===== src/rtl/teleprinter_pkg.sv =====
`default_nettype none
// +----------------------------------------------------------------------+
// | teleprinter_pkg: EDSAC teleprinter code constants, ASCII tables, FSM  |
// | Revision: 1.0                                                        |
// +----------------------------------------------------------------------+
package teleprinter_pkg;

  localparam logic [4:0] CODE_FIGS  = 5'd11;
  localparam logic [4:0] CODE_LETS  = 5'd15;
  localparam logic [4:0] CODE_BLANK = 5'd16;
  localparam logic [4:0] CODE_CR    = 5'd18;
  localparam logic [4:0] CODE_SP    = 5'd20;
  localparam logic [4:0] CODE_LF    = 5'd24;

`ifdef TELEPRINTER_CRLF_EN
  typedef enum logic [1:0] {ST_IDLE = 2'd0, ST_EMIT = 2'd1, ST_EMIT2 = 2'd2} state_e;
`else
  typedef enum logic [1:0] {ST_IDLE = 2'd0, ST_EMIT = 2'd1} state_e;
`endif

  localparam logic [7:0] LET_TABLE [32] = '{
    8'h50, 8'h51, 8'h57, 8'h45, 8'h52, 8'h54, 8'h59, 8'h55,
    8'h49, 8'h4F, 8'h4A, 8'h23, 8'h53, 8'h5A, 8'h4B, 8'h2A,
    8'h2E, 8'h46, 8'h40, 8'h44, 8'h21, 8'h48, 8'h4E, 8'h4D,
    8'h26, 8'h4C, 8'h58, 8'h47, 8'h41, 8'h42, 8'h43, 8'h56
  };

  // Codes with no figure glyph (J, H) keep their letter-shift ASCII.
  localparam logic [7:0] FIG_TABLE [32] = '{
    8'h30, 8'h31, 8'h32, 8'h33, 8'h34, 8'h35, 8'h36, 8'h37,
    8'h38, 8'h39, 8'h4A, 8'h23, 8'h22, 8'h2B, 8'h28, 8'h2A,
    8'h2E, 8'h24, 8'h40, 8'h3B, 8'h21, 8'h48, 8'h2C, 8'h2E,
    8'h26, 8'h29, 8'h2F, 8'h23, 8'h2D, 8'h3F, 8'h3A, 8'h3D
  };

  function automatic logic [7:0] decode_byte(input logic [4:0] code, input logic fig);
    logic [7:0] b;
    if (fig) b = FIG_TABLE[code];
    else     b = LET_TABLE[code];
    case (code)
      CODE_CR: b = 8'h0D;
      CODE_LF: b = 8'h0A;
      CODE_SP: b = 8'h20;
      default: ;
    endcase
    return b;
  endfunction

endpackage
`default_nettype wire


===== src/rtl/teleprinter_encoder_fifo.sv =====
`default_nettype none
// +----------------------------------------------------------------------+
// | tp_byte_fifo: circular byte FIFO with fill count and sticky overflow |
// | Revision: 1.0                                                        |
// +----------------------------------------------------------------------+
module tp_byte_fifo #(
  parameter int DEPTH = 8,
  parameter int CNT_W = $clog2(DEPTH) + 1
) (
  input  logic             clk,
  input  logic             reset_n,
  input  logic             wr_en,
  input  logic [7:0]       wr_data,
  input  logic             rd_ready,
  output logic [7:0]       rd_data,
  output logic             rd_valid,
  output logic [CNT_W-1:0] fill,
  output logic             overflow
);

  localparam int AW = $clog2(DEPTH);
  localparam logic [CNT_W-1:0] FULL_CNT = CNT_W'(DEPTH);

  logic [7:0]       mem_q [DEPTH];
  logic [AW-1:0]    wr_ptr_q, wr_ptr_d, rd_ptr_q, rd_ptr_d;
  logic [CNT_W-1:0] fill_q, fill_d;
  logic             ovf_q, ovf_d;
  logic             do_wr, do_rd;

  always_comb begin
    do_wr    = wr_en && (fill_q != FULL_CNT);
    do_rd    = rd_ready && (fill_q != '0);
    wr_ptr_d = do_wr ? wr_ptr_q + AW'(1) : wr_ptr_q;
    rd_ptr_d = do_rd ? rd_ptr_q + AW'(1) : rd_ptr_q;
    fill_d   = fill_q;
    case ({do_wr, do_rd})
      2'b10:   fill_d = fill_q + CNT_W'(1);
      2'b01:   fill_d = fill_q - CNT_W'(1);
      default: ;
    endcase
    ovf_d    = ovf_q | (wr_en && (fill_q == FULL_CNT));
  end

  always_ff @(posedge clk or negedge reset_n) begin
    if (!reset_n) begin
      wr_ptr_q <= '0;
      rd_ptr_q <= '0;
      fill_q   <= '0;
      ovf_q    <= 1'b0;
    end else begin
      wr_ptr_q <= wr_ptr_d;
      rd_ptr_q <= rd_ptr_d;
      fill_q   <= fill_d;
      ovf_q    <= ovf_d;
    end
  end

  // Storage is not reset; the read side is masked to zero while empty.
  always_ff @(posedge clk) begin
    if (do_wr) mem_q[wr_ptr_q] <= wr_data;
  end

  assign rd_valid = (fill_q != '0);
  assign rd_data  = rd_valid ? mem_q[rd_ptr_q] : 8'h00;
  assign fill     = fill_q;
  assign overflow = ovf_q;

endmodule
`default_nettype wire


===== src/rtl/teleprinter_encoder.sv =====
`default_nettype none
// +----------------------------------------------------------------------+
// | teleprinter_encoder: EDSAC 5-bit codes -> ASCII bytes for UART TX     |
// | Option macro TELEPRINTER_CRLF_EN: code 18 emits CR followed by LF.    |
// | Revision: 1.0                                                        |
// +----------------------------------------------------------------------+
module teleprinter_encoder
  import teleprinter_pkg::*;
#(
  parameter int FIFO_DEPTH = 8,
  parameter int CNT_W      = $clog2(FIFO_DEPTH) + 1
) (
  input  logic             clk,
  input  logic             reset_n,
  input  logic [4:0]       in_code,
  input  logic             in_valid,
  output logic             in_ready,
  output logic [7:0]       out_byte,
  output logic             out_valid,
  input  logic             out_ready,
  output logic             fig_mode,
  output logic [CNT_W-1:0] fill,
  output logic             overflow
);

  // Two free entries guarantee room for a CR+LF pair after acceptance.
  localparam logic [CNT_W-1:0] READY_MAX = CNT_W'(FIFO_DEPTH - 2);

  state_e     state_q, state_d;
  logic [7:0] byte_q, byte_d;
  logic       fig_q, fig_d;
  logic       live_q, live_d;
  logic       wr_en;
  logic [7:0] wr_data;

  always_comb begin
    state_d  = state_q;
    byte_d   = byte_q;
    fig_d    = fig_q;
    live_d   = 1'b1;
    wr_en    = 1'b0;
    wr_data  = byte_q;
    in_ready = (state_q == ST_IDLE) && live_q && (fill <= READY_MAX);
    case (state_q)
      ST_IDLE: begin
        if (in_valid && in_ready) begin
          case (in_code)
            CODE_FIGS:  fig_d = 1'b1;
            CODE_LETS:  fig_d = 1'b0;
            CODE_BLANK: ;
            default: begin
              byte_d  = decode_byte(in_code, fig_q);
              state_d = ST_EMIT;
            end
          endcase
        end
      end
      ST_EMIT: begin
        wr_en = 1'b1;
`ifdef TELEPRINTER_CRLF_EN
        state_d = (byte_q == 8'h0D) ? ST_EMIT2 : ST_IDLE;
`else
        state_d = ST_IDLE;
`endif
      end
`ifdef TELEPRINTER_CRLF_EN
      ST_EMIT2: begin
        wr_en   = 1'b1;
        wr_data = 8'h0A;
        state_d = ST_IDLE;
      end
`endif
      default: state_d = ST_IDLE;
    endcase
  end

  always_ff @(posedge clk or negedge reset_n) begin
    if (!reset_n) begin
      state_q <= ST_IDLE;
      byte_q  <= 8'h00;
      fig_q   <= 1'b0;
      live_q  <= 1'b0;
    end else begin
      state_q <= state_d;
      byte_q  <= byte_d;
      fig_q   <= fig_d;
      live_q  <= live_d;
    end
  end

  tp_byte_fifo #(
    .DEPTH (FIFO_DEPTH),
    .CNT_W (CNT_W)
  ) u_fifo (
    .clk      (clk),
    .reset_n  (reset_n),
    .wr_en    (wr_en),
    .wr_data  (wr_data),
    .rd_ready (out_ready),
    .rd_data  (out_byte),
    .rd_valid (out_valid),
    .fill     (fill),
    .overflow (overflow)
  );

  assign fig_mode = fig_q;

endmodule
`default_nettype wire


===== config.mk =====
export PLATFORM = sky130hd
export DESIGN_NAME = teleprinter_encoder
export DESIGN_NICKNAME = d
export VERILOG_FILES = /design/src/rtl/teleprinter_pkg.sv /design/src/rtl/teleprinter_encoder_fifo.sv /design/src/rtl/teleprinter_encoder.sv
export SDC_FILE = /design/constraint.sdc
export NUM_CORES = 1
export LEC_CHECK = 0
export ABC_AREA = 1
export CAP_MARGIN = 20
export CORE_AREA = 2 2 95 97
export DETAILED_ROUTE_END_ITERATION = 16
export DIE_AREA = 0 0 97 99
export MAX_ROUTING_LAYER = met4
export PLACE_DENSITY = 0.74
export SLEW_MARGIN = 20
export SYNTH_ARGS = -nofsm -noshare
export SYNTH_HDL_FRONTEND = slang
export SYNTH_HIERARCHICAL = 1
export SYNTH_SLANG_ARGS = --single-unit

===== constraint.sdc =====
create_clock -name clk -period 1.9 [get_ports clk]
set_input_delay 0.57 -clock clk [delete_from_list [all_inputs] [get_ports clk]]
set_output_delay 0.57 -clock clk [all_outputs]
set_load 0.1 [all_outputs]

# [After elaboration in Yosys (flattened, before gate mapping)]
# Memory sizes are Yosys's and may differ from the RTL's.
# Index checks and enable logic that the tools add are counted.
[totals] ff_bits=23 latchBits=0 ramBits=64 rom_bits=512 inputBits=9 output_inout_bits=16 wordCells=62 memories=3
[mem_list] memory="(no name shown)" depth=32 word_bits=8 rd=1 rd_ports_with_merged_regs=0 write_ports=0 line_no="teleprinter_pkg.sv:39" text="else b = LET_TABLE[code];"
[mem_list] memory="(no name shown)" depth=32 word_bits=8 rd=1 rd_ports_with_merged_regs=0 write_ports=0 line_no="teleprinter_pkg.sv:38" text="if (fig) b = FIG_TABLE[code];"
[mem_list] memory="u_fifo.mem_q" depth=8 word_bits=8 rd=1 rd_ports_with_merged_regs=0 write_ports=1 line_no="teleprinter_encoder_fifo.sv:24" text="logic [7:0] mem_q [DEPTH];"
[classes] n_addsub=4 mul=0 n_div=0 magnitude_cmp=2 n_eq_ne=13 shift=0 n_mux=15 bitwise_logic=3 n_reduce_logical=14
[ops] op="2-to-1 mux 8 bit" n=6
[ops] op="one-hot mux 8 bit (3 select lines)" n=1
[ops] op="equality test 5 bit, second input constant" n=4
[ops] op="equality test 5 x 4 -> 1 bit, second input constant" n=2
[ops] op="one-hot mux 4 bit (2 select lines)" n=1
[ops] op="adder 3 x 1 -> 3 bit, second input constant" n=2
[ops] op="greater-or-equal comparator 6 bit, second input constant" n=1
[ops] op="logical AND 1 bit" n=6
[ops] op="2-to-1 mux 2 bit" n=3
[ops] op="inverter 5 -> 6 bit" n=1
[ops] op="AND reduction 3 bit" n=2
[ops] op="adder 4 x 1 -> 4 bit, second input constant" n=1
[ops] op="equality test 2 x 1 -> 1 bit, second input constant" n=2
[ops] op="equality test 4 bit, second input constant" n=1
[ops] op="less-or-equal comparator 4 x 3 -> 1 bit, second input constant" n=1
[ops] op="!= test 4 bit, second input constant" n=1
[ops] op="nonzero test 2 bit" n=2
[ops] op="nonzero test 4 bit" n=1
[ops] op="subtractor 4 x 1 -> 4 bit, second input constant" n=1
[ops] op="2-to-1 mux 1 bit" n=3
[ops] op="OR reduction 3 bit" n=1
[ops] op="equality test 2 bit, second input constant" n=1
[ops] op="logical NOT 2 bit" n=1
[ops] op="!= test 2 x 1 -> 1 bit, second input constant" n=1
[ops] op="5 further kinds" n=5

# [Logic depth before layout (Yosys ltp)]
[logic_depth] ltp_word=6 depth_mapped=13

# [Hierarchy]
# Netlist, hierarchy kept.
[by_module_without_submodules] mod="tp_byte_fifo" n_inst=1 cells_each=270 area_each_um2=3204.3 seq_area_each_um2=2197.1
[by_module_without_submodules] mod="teleprinter_encoder" n_inst=1 cells_each=193 area_each_um2=1292.5 seq_area_each_um2=250.2

# [Least setup slack after synthesis]
# Ideal clock, no wire load.
[synth_path] kind="register to output" from="register u_fifo.fill_q[2], in the netlist u_fifo/fill[2]" to="output port out_byte[0]" t_arrival_ns=2.882 setup_slack_ns=-1.552 stages_incl_launch_ff=5 n_path_buf=0 cell_sequence="dfrtp_1 > nor2_1 > nand2_4 > nand2_1 > nor2_1"
[synth_via] elab_chain_cells=2
[synth_rtl] item="start: declaration" line_no="teleprinter_encoder_fifo.sv:26" text="logic [CNT_W-1:0] fill_q, fill_d;"
[synth_rtl] item="start signal: assignment" line_no="teleprinter_encoder_fifo.sv:53" text="fill_q <= fill_d;"
[synth_rtl] item="nonzero test 4 bit" line_no="teleprinter_encoder_fifo.sv:63" text="assign rd_valid = (fill_q != '0);"
[synth_rtl] item="named net out_valid" line_no="teleprinter_encoder.sv:19" text="output logic out_valid,"
[synth_rtl] item="2-to-1 mux 8 bit" line_no="teleprinter_encoder_fifo.sv:64" text="assign rd_data = rd_valid ? mem_q[rd_ptr_q] : 8'h00;"
[synth_rtl] item="end: declaration" line_no="teleprinter_encoder.sv:18" text="output logic [7:0] out_byte,"
# The timed path passes the listed nets, and every way through them passes these cells.

# [Worst setup path in the final report]
[layout_path] from="register u_fifo.rd_ptr_q[0]" to="output port out_byte[1]"
[layout_via] elab_chain_cells=2
[layout_rtl] item="start: declaration" line_no="teleprinter_encoder_fifo.sv:25" text="logic [AW-1:0] wr_ptr_q, wr_ptr_d, rd_ptr_q, rd_ptr_d;"
[layout_rtl] item="start signal: assignment" line_no="teleprinter_encoder_fifo.sv:52" text="rd_ptr_q <= rd_ptr_d;"
[layout_rtl] item="memory read (8 x 8 bit)"
[layout_rtl] item="2-to-1 mux 8 bit" line_no="teleprinter_encoder_fifo.sv:64"
# Every way passes these cells.

==> results.txt <==
Yosys instantiated no cell more often than nand2_1. Buffers inserted to repair hold after CTS numbered 0. The kind of end point of the critical path is an output port. The routed wire length per instance came out at 16.37 um. The TritonCTS clock tree is built. Of the total synthesized cell area, the portion taken by XOR and XNOR cells is 0.009738. The root buffer cell chosen for the clock tree is clkbuf_8.

The slew at the pin with the worst max-slew slack came out at 0.5738 ns. The warning count from the yosys run came out at 6. The path class of the tightest hold or removal check is in2async.

The via density per instance came out at 5.319. At the later pin of the worst-skew pair, clock insertion delay measures 0.36 ns. Setup repair after global routing could not meet its margin everywhere. After routing the design area is 0.006177 mm^2. The final number of setup-violating endpoints is 12. Buffers inserted during clock tree synthesis total 9. The final core utilization came out at 0.7224.

In this run the static leakage power is 2.534 nW. The library cell occupying the most area in the post-synthesis netlist is edfxtp_1. The count of inserted antenna diode cells is 0. The cell area after synthesis came out at 0.004497 mm^2.

The final reports fail on setup timing. Based on the critical path, the design can be clocked at up to 422.4 MHz. The fraction of the mapped netlist area in adder cells came out at 0.04174.

The synthesized netlist cell count came out at 463. The final wirelength is 11.02 mm. The maximum clock path buffer count is 2. After clock tree synthesis, the clock-pin slew on the worst setup and hold paths is 0.09 ns.

The filler cell count came out at 591. The final layout contains 584 nets. The area of the die is 0.009603 mm^2. The number of DRC markers in iteration 0 is 166. The post-route clock skew came out at 0.02030 ns. The remaining global-route overflow came out at 0. In the synthesized netlist the dominant register cell turns out to be edfxtp_1. The maximum number of pins on one net before global-route repair came out at 22. The worst register-to-register path has a setup slack of -0.22 ns. The floorplan die width is 97 um. The number of placement rows came out at 34.

The number of I/O port buffers is 24. 25 I/O pins were placed. Counting every sink on the clock net gives 85.

The H-tree generated during clock tree synthesis spans 3 levels. The startpoint type of the worst setup path is a flop. In the final layout, the share of cells above drive strength 1 is 0.3416. The max-cap check violation count came out at 0.

Power spread over the standard cell area amounts to 1782 mW/mm^2. The average footprint of a synthesized cell came out at 9.712 um^2. For this run, design rule violations remaining after detail routing come to 0. The synthesis-to-layout area growth came out at 37.37%. The detailed-routing iteration count for the pre-antenna-repair pass came out at 4. Yosys attributes the largest share of cell area to edfxtp_1 43%, dfrtp_1 12%, nand2_1 7.4%. The run finished, with violations left. The number of routed nets with antenna violations is 0. The via count is 3580. The final period utilization came out at 1.246. The remaining max-slew budget at the tightest pin came out at 0.6175.

The mux share of post-synthesis cell area came out at 0. In this run the worst path has a maximum fanout of 4. Data arrives at the worst endpoint at 1.80 ns.

The height of the die came out at 99 um. The post-synthesis register bit count came out at 85. The congestion estimate from routability-driven global placement came to 0.9983. The final HPWL from detailed placement came out at 7.590 mm. The number of hold violations in the final report came out at 0.

The async set or reset register ratio after synthesis is 0.2471. The worst path in the final design needs a cycle of 2.367 ns, including I/O delays and setup. After layout, the worst setup slack is -0.4672 ns.

For the worst setup path, the data required time is 1.33 ns. The total routing usage reported by global routing is 0.2381. The fraction of the mapped netlist area in simple logic gates came out at 0.2312.

The count of unique library cells instantiated by Yosys is 43. The first global-routing pass estimated 17.44 mm of wire. The core region is 0.008551 mm^2. The main combinational cell family by area after synthesis is simple AND/OR/NAND/NOR gates. The complex-gate fraction of the synthesized area is 0.1077. In this run, synthesis inferred 64 flip-flops with an integrated enable. The number of global-route vias before repair is 3567. The commonest cells after synthesis are 89 x nand2_1, 82 x nor2_1, 64 x edfxtp_1.

IR analysis of the VDD net gives a maximum drop of 1402 uV. The share of Yosys cell area claimed by the top area cell type is 0.4274. The area of placed instances came out at 0.005559 mm^2. The initial antenna violation count is 0. The final number of max-transition violations is 0. The share of the Yosys chip area taken by registers is 0.5442.

The worst setup path is of the reg2out kind. For this configuration, the core starts out at a cell density of 0.5259.
## registers in the layout (all words and copies together) (netlist names)
register / count
u_fifo/mem_q: 64
byte_q: 7
u_fifo/fill: 4
u_fifo/rd_ptr_q: 3
u_fifo/wr_ptr_q: 3
fig_mode: 1
live_q: 1
state_q: 1
u_fifo/overflow: 1
## layer usage
layer  wire (um)  up-vias  track usage
met3         510       23      0.03688
met5           0        -            -
met4         313        0       0.1051
li1            -     1771            -
met1        4318     1683       0.2741
met2        5872      103       0.4140
## final cells by class
cell class	instances	area, um^2	share of cell area
Clock buffer	10	137.6	0.02228
Clock inverter	6	93.84	0.01519
Inverter	30	146.4	0.02370
Multi-Input combinational cell	338	2098	0.3397
Sequential cell	85	2464	0.3988
Tap cell	108	135.1	0.02188
Timing Repair Buffer	96	1102	0.1784
## critical path, cell delays in order (launching register included)
cell and delay, ns:
dfrtp_2 0.47, inv_4 0.13, buf_4 0.14, nor2_1 0.04
o211ai_1 0.19, nand2_1 0.14, nor2_4 0.14, buf_12 0.18
## layout by cell type (no fill, tap or decap), types with 16 or more instances in the layout
| master | instances |
|---|---|
| buf_12 | 23 |
| buf_4 | 52 |
| nand3_1 | 23 |
| nand2_1 | 84 |
| edfxtp_1 | 64 |
| dfrtp_1 | 16 |
| nor2_4 | 17 |
| o21ai_1 | 33 |
| nor2_1 | 62 |
| inv_1 | 16 |
## kinds of logic after synthesis
| kind of cell | Yosys count |
|---|---|
| flip-flops | 85 |
| AO/OA/AOI/OAI | 83 |
| AND/OR/NAND/NOR | 226 |
| XOR/XNOR | 5 |
| adder cells (fa/ha/maj) | 15 |
| buffers and inverters | 47 |
| other | 2 |
## metrics by stage
step	setup TNS, ns	total power, mW	setup WS [ns]	std cells	hold slack, ns
floorplan	-2.542	6.828	-0.2957	470	0.2744
global placement	-3.247	8.792	-0.3530	642	0.5196
detailed placement	-3.784	8.887	-0.3871	642	0.5225
CTS	-3.684	10.63	-0.4617	662	0.5462
global route	-5.903	11.50	-0.5280	673	0.5786
finish	-3.908	11.01	-0.4672	673	0.5468
## where the power goes
group | internal [mW] | switching, mW
clock | 0.785 | 0.646
combinational | 2.57 | 4.08
sequential | 2.48 | 0.446
## worst paths after layout
path | startpoint | end | cells past startpoint
max | u_fifo/rd_ptr_q[0] | out_byte[1] | 7
min | reset_n | u_fifo/rd_ptr_q[1] | 2
max reg2reg | u_fifo/fill[0] | u_fifo/fill[2] | 13
min reg2reg | u_fifo/wr_ptr_q[0] | u_fifo/wr_ptr_q[0] | 2
max in group asynchronous | reset_n | u_fifo/fill[2] | 2
min in group clk | u_fifo/wr_ptr_q[0] | u_fifo/wr_ptr_q[0] | 2
## what timing repair did
action,CTS,global route
setup endpoints to repair,22,19
gates cloned,1,0
setup buffers,3,13
gates resized for setup,31,40
pin swaps,12,11
Power figures use the tool's default switching activity.
==> RTL change 1, RTL diff (same flow settings) <==
Build with the macro `TELEPRINTER_CRLF_EN` defined.
--- a/src/rtl/teleprinter_pkg.sv
+++ b/src/rtl/teleprinter_pkg.sv
@@ -4,4 +4,6 @@
 // | Revision: 1.0                                                        |
 // +----------------------------------------------------------------------+
+`define TELEPRINTER_CRLF_EN
+
 package teleprinter_pkg;
 
Function: changed (a bounded check fails within 4 cycles, from zero or initial values and one cycle with reset_n low).
==> RTL change 1 against the original RTL <==
  * The run still ends with setup timing left
  * Routed wire length rose by 0.89%
  * Clock skew fell by 0.012 ns
  * Synthesized cell count rose by 6.0%
  * Sequential cell count rose by 1
  * Final area rose by 0.49%
  * Total power rose by 5.8%
  * Die area did not move
  * Global-route usage fell by 0.52 points
  * Count of clock-buffer cells in the layout did not move
  * Setup slack got worse by 0.012 ns
  * Area after synthesis rose by 3.4%
  * Critical endpoint unchanged
==> RTL change 1: results (changes against the original RTL) <==
stage;metric;value;unit;change
power_and_ir_drop;Leak;0.00261;uW;+2.8%
grt;first-pass GRT wire length;17300;um;-1.0%
placement;HPWL after DPL;7490;um;-1.2%
routing;final wirelength;11100;um;+0.89%
critical_path;crit path max fanout;9;;+5
clocking;clock latency on the worst-skew pair;0.35;ns;
synth;Unique masters post-synth;41;;-4.7%
routing;Pre-Repair DR Iteration Count;4;;unchanged
grt;number of global-route vias before repair;3624;;+1.6%
routing;Starting DRT DRC Count;291;;+75%
synth;most common library cells after synthesis;nand2_1 (84), nor2_1 (83), edfxtp_1 (64);;
run_status;failing checks;setup timing;;
hold_path;Min-Delay Endpoint;byte_q[4]$_DFFE_PN0P_;;
timing;WHS;0.500;ns;-0.0464 ns
timing;Setup TNS Final;-3.77;ns;+0.135 ns
placement;Placement Setup Slack;-0.402;ns;-0.0145 ns
routing;DR vias;3789;;+5.8%
grt;largest net degree at the start of global routing;34;;+55%
power_and_ir_drop;Worst VDD drop;1.53;mV;+9.4%
synth;register area share after synthesis;53.2;%;-1.2 points
critical_path;r2r startpoint;u_fifo/fill[1]$_DFFE_PN0P_;;
layout;Nets;612;;+4.8%
clocking;cts bufs inserted;9;;unchanged
placement;final RePlAce weighted congestion;0.931;;-6.8%
clocking;clock-pin transition on the worst setup and hold timing paths;0.09;ns;about the same
run_status;status;finished, violations left;;
timing;final setup margin;-0.479;ns;-0.0118 ns
grt;Total GRT Usage;23.3;%;-0.52 points
layout;n_diodes;0;;unchanged
timing;clk_skew;0.00823;ns;-0.0121 ns
critical_path;Arr. time, crit path;1.81;ns;
hold_path;hold depth;2;;
hold_path;HP Class;flop to flop;;
critical_path;Worst Reg-to-Reg Cells;12;;-1
layout;share of layout cells above drive strength 1;33.8;%;-0.37 points
synth;Synth async-reset ratio;25.6;%;+0.88 points
grt;initial antenna violation count;0;;unchanged
timing;Slew headroom;63.7;%;+2.0 points
synth;synth top area cells;edfxtp_1 (41%), dfrtp_1 (12%), nand2_1 (6.8%), nor2_1 (6.7%), ha_1 (5.1%);;
critical_path;reg-to-reg slack, setup;-0.01;ns;+0.21 ns
layout;FILL cells;571;;-3.4%
timing;Setup Viol. Count Final;11;;-1
layout;biggest regs;u_fifo/mem_q (64), byte_q (7), u_fifo/fill (4);;
[RTL change 1: what timing repair did]
item	4_1_cts	5_1_grt
setup buffers	2	9
resized for setup	13	46
cloned	0	3
pin swaps	2	18
endpoints found under the setup margin	14	21
hold buffers	0	0
[RTL change 1: kinds of logic (layout without fill, tap and decap cells)]
kind of cell             after synthesis  after routing  synth area share [%]
other                                  2              9                 0.162
flip-flops                            86             86                  53.2
AND/OR/NAND/NOR                      231            231                  22.6
AO/OA/AOI/OAI                         90             90                  11.2
adder cells (fa/ha/maj)               19             19                  5.11
buffers and inverters                 58            149                  6.75
XOR/XNOR                               5              5                 0.942
[RTL change 1: how the worst max path moves through the flow]
stage,start,to
CTS,u_fifo/rd_ptr_q[0]$_DFFE_PN0P_,out_byte[5]
detailed placement,in_code[1],byte_q[1]$_DFFE_PN0P_
global route,u_fifo/rd_ptr_q[0]$_DFFE_PN0P_,out_byte[1]
global placement,in_code[1],byte_q[4]$_DFFE_PN0P_
floorplan,u_fifo/fill[0]$_DFFE_PN0P_,u_fifo/fill[2]$_DFFE_PN0P_
finish,u_fifo/rd_ptr_q[0]$_DFFE_PN0P_,out_byte[1]
[RTL change 1: area by class of cell]
class | instances | share of cell area, %
Sequential cell | 86 | 40.1
Timing Repair Buffer | 94 | 17.9
Inverter | 39 | 2.56
Multi-Input combinational cell | 354 | 34.5
Clock inverter | 6 | 0.746
Tap cell | 108 | 2.18
Clock buffer | 10 | 2.06
[RTL change 1: metal layers]
layer | wire length [um] | vias to the layer above | GRT usage, %
met1 | 4510 | 1797 | 28.5
li1 | - | 1839 | -
met5 | 0 | - | -
met3 | 597 | 16 | 4.40
met4 | 178 | 0 | 8.13
met2 | 5820 | 137 | 39.1
[RTL change 1: stage by stage]
step                      std cells  total power (uW)  area [um2]  utilization [%]
after floorplan                 498              7580        4810                -
after global placement          668              9710        5710             66.8
after detailed placement        668              9860        5710             66.8
after CTS                       686             11100        5940             69.5
after global routing            697             12300        6210             72.6
final                           697             11600        6210             72.6
[RTL change 1: power breakdown]
part	internal, uW	switching (uW)
sequential	2730	359
combinational	2820	4600
clock	482	649
[RTL change 1: critical path: stages (launching register included)]
cell	delay [ns]
dfrtp_2	0.46
buf_12	0.16
buf_8	0.14
nor2_2	0.10
nor2_1	0.04
o21ai_1	0.08
o211ai_1	0.11
nand2_1	0.15
nor2_4	0.05
buf_12	0.17
==> RTL change 2, RTL diff (config.mk and constraints unchanged) <==
Without the edit above. Register the output `overflow`, cleared by the reset; this adds one clock of latency there. The other outputs are not delayed to match.
--- a/src/rtl/teleprinter_encoder.sv
+++ b/src/rtl/teleprinter_encoder.sv
@@ -26,4 +26,6 @@
   // Two free entries guarantee room for a CR+LF pair after acceptance.
   localparam logic [CNT_W-1:0] READY_MAX = CNT_W'(FIFO_DEPTH - 2);
+
+  logic overflow_d;
 
   state_e     state_q, state_d;
@@ -101,9 +103,17 @@
     .rd_valid (out_valid),
     .fill     (fill),
-    .overflow (overflow)
+    .overflow (overflow_d)
   );
 
   assign fig_mode = fig_q;
 
+  always_ff @(posedge clk or negedge reset_n) begin
+    if (!reset_n) begin
+      overflow <= '0;
+    end else begin
+      overflow <= overflow_d;
+    end
+  end
+
 endmodule
 `default_nettype wire
Check against the original RTL: same outputs for any inputs over 10 cycles, from zero or initial values and one cycle with reset_n low; that may be too few to reach the edited logic, so the function may still have changed.
==> RTL change 2 against the original RTL <==
  * The run still ends with setup timing left
  * Critical endpoint is now out_byte[0]
  * Routed wire length increased by 3.7%
  * Non-clock buffer count decreased by 5
  * First-iteration DRC count increased by 55%
  * Final area decreased by 0.57%
  * Count of clock-buffer cells in the layout decreased by 1
  * Critical path type unchanged
  * Setup slack got worse by 0.021 ns
  * Sequential share of layout area increased by 0.66 points
  * Critical path depth unchanged
  * Via count increased by 2.0%
  * Area after synthesis decreased by 0.33%
  * Sequential cell count increased by 1
  * Total power decreased by 1.4%
==> RTL change 2: results (changes against the original RTL) <==
stage;metric;value;unit;change
layout;FILL cells;594;;+0.51%
synth;Unique masters post-synth;37;;-14%
timing;Setup Viol. Count Final;11;;-1
synth;most common library cells after synthesis;nand2_1 (97), nor2_1 (83), edfxtp_1 (64);;
layout;Final Core Density;71.8;%;-0.41 points
placement;Placement Setup Slack;-0.424;ns;-0.0372 ns
synth;Post-Synth Adder-Cell Area;4.19;%;+0.014 points
run_status;status;finished, violations left;;
grt;first-pass GRT wire length;17400;um;-0.28%
routing;Starting DRT DRC Count;258;;+55%
critical_path;reg-to-reg slack, setup;-0.12;ns;+0.10 ns
timing;final setup margin;-0.488;ns;-0.0212 ns
routing;DR vias;3650;;+2.0%
power_and_ir_drop;sw frac;47.8;%;+0.83 points
critical_path;Arr. time, crit path;1.82;ns;+0.02 ns
layout;Nets;585;;+0.17%
placement;final RePlAce weighted congestion;0.980;;-1.9%
timing;WHS;0.397;ns;-0.150 ns
placement;placed inst area;5570;um2;+0.14%
power_and_ir_drop;Leak;0.00255;uW;+0.52%
synth;Synth Area in Compound Gates;10.9;%;+0.15 points
routing;final wirelength;11400;um;+3.7%
timing;Setup TNS Final;-3.92;ns;-0.0118 ns
critical_path;crit path max fanout;8;;+4
timing;clk_skew;0.00894;ns;-0.0114 ns
run_status;failing checks;setup timing;;
critical_path;CP Capture Point;out_byte[0];;
placement;Cells after DPL;643;;+0.16%
clocking;Post-CTS Repair Setup Buffers;5;;+2
==> RTL change 2: power groups by stage <==
stage               sequential (uW)  clock, uW  combinational [uW]
finish                         2950       1230                6680
global route                   3000       1330                7010
CTS                            2910       1250                6140
detailed placement             2940          0                5990
global placement               2920          0                5900
floorplan                      3270          0                3550
==> RTL change 2: layer usage <==
metal / global-route usage [%] / part of all wire, % / vias to the layer above
li1: - / - / 1755
met1: 26.9 / 38 / 1708
met2: 40.6 / 53 / 152
met3: 4.18 / 6.2 / 35
met4: 11.6 / 3.0 / 0
met5: - / 0 / -
==> RTL change 2: worst max-delay path, cell delays in order, from the launching register on <==
cell and delay (ns):
dfrtp_2 0.45, buf_6 0.14, clkbuf_16 0.15, o21ai_2 0.06
o211ai_1 0.21, nand2_1 0.13, nor2_4 0.14, buf_12 0.18
==> RTL change 2: cell type report <==
cell class	count	share of cell area [%]
sequential	86	40.5
inverter	31	2.24
clock inverter	6	1.04
multi-input combinational	342	33.6
timing repair buffer	91	18.4
tap	108	2.20
clock buffer	9	2.02
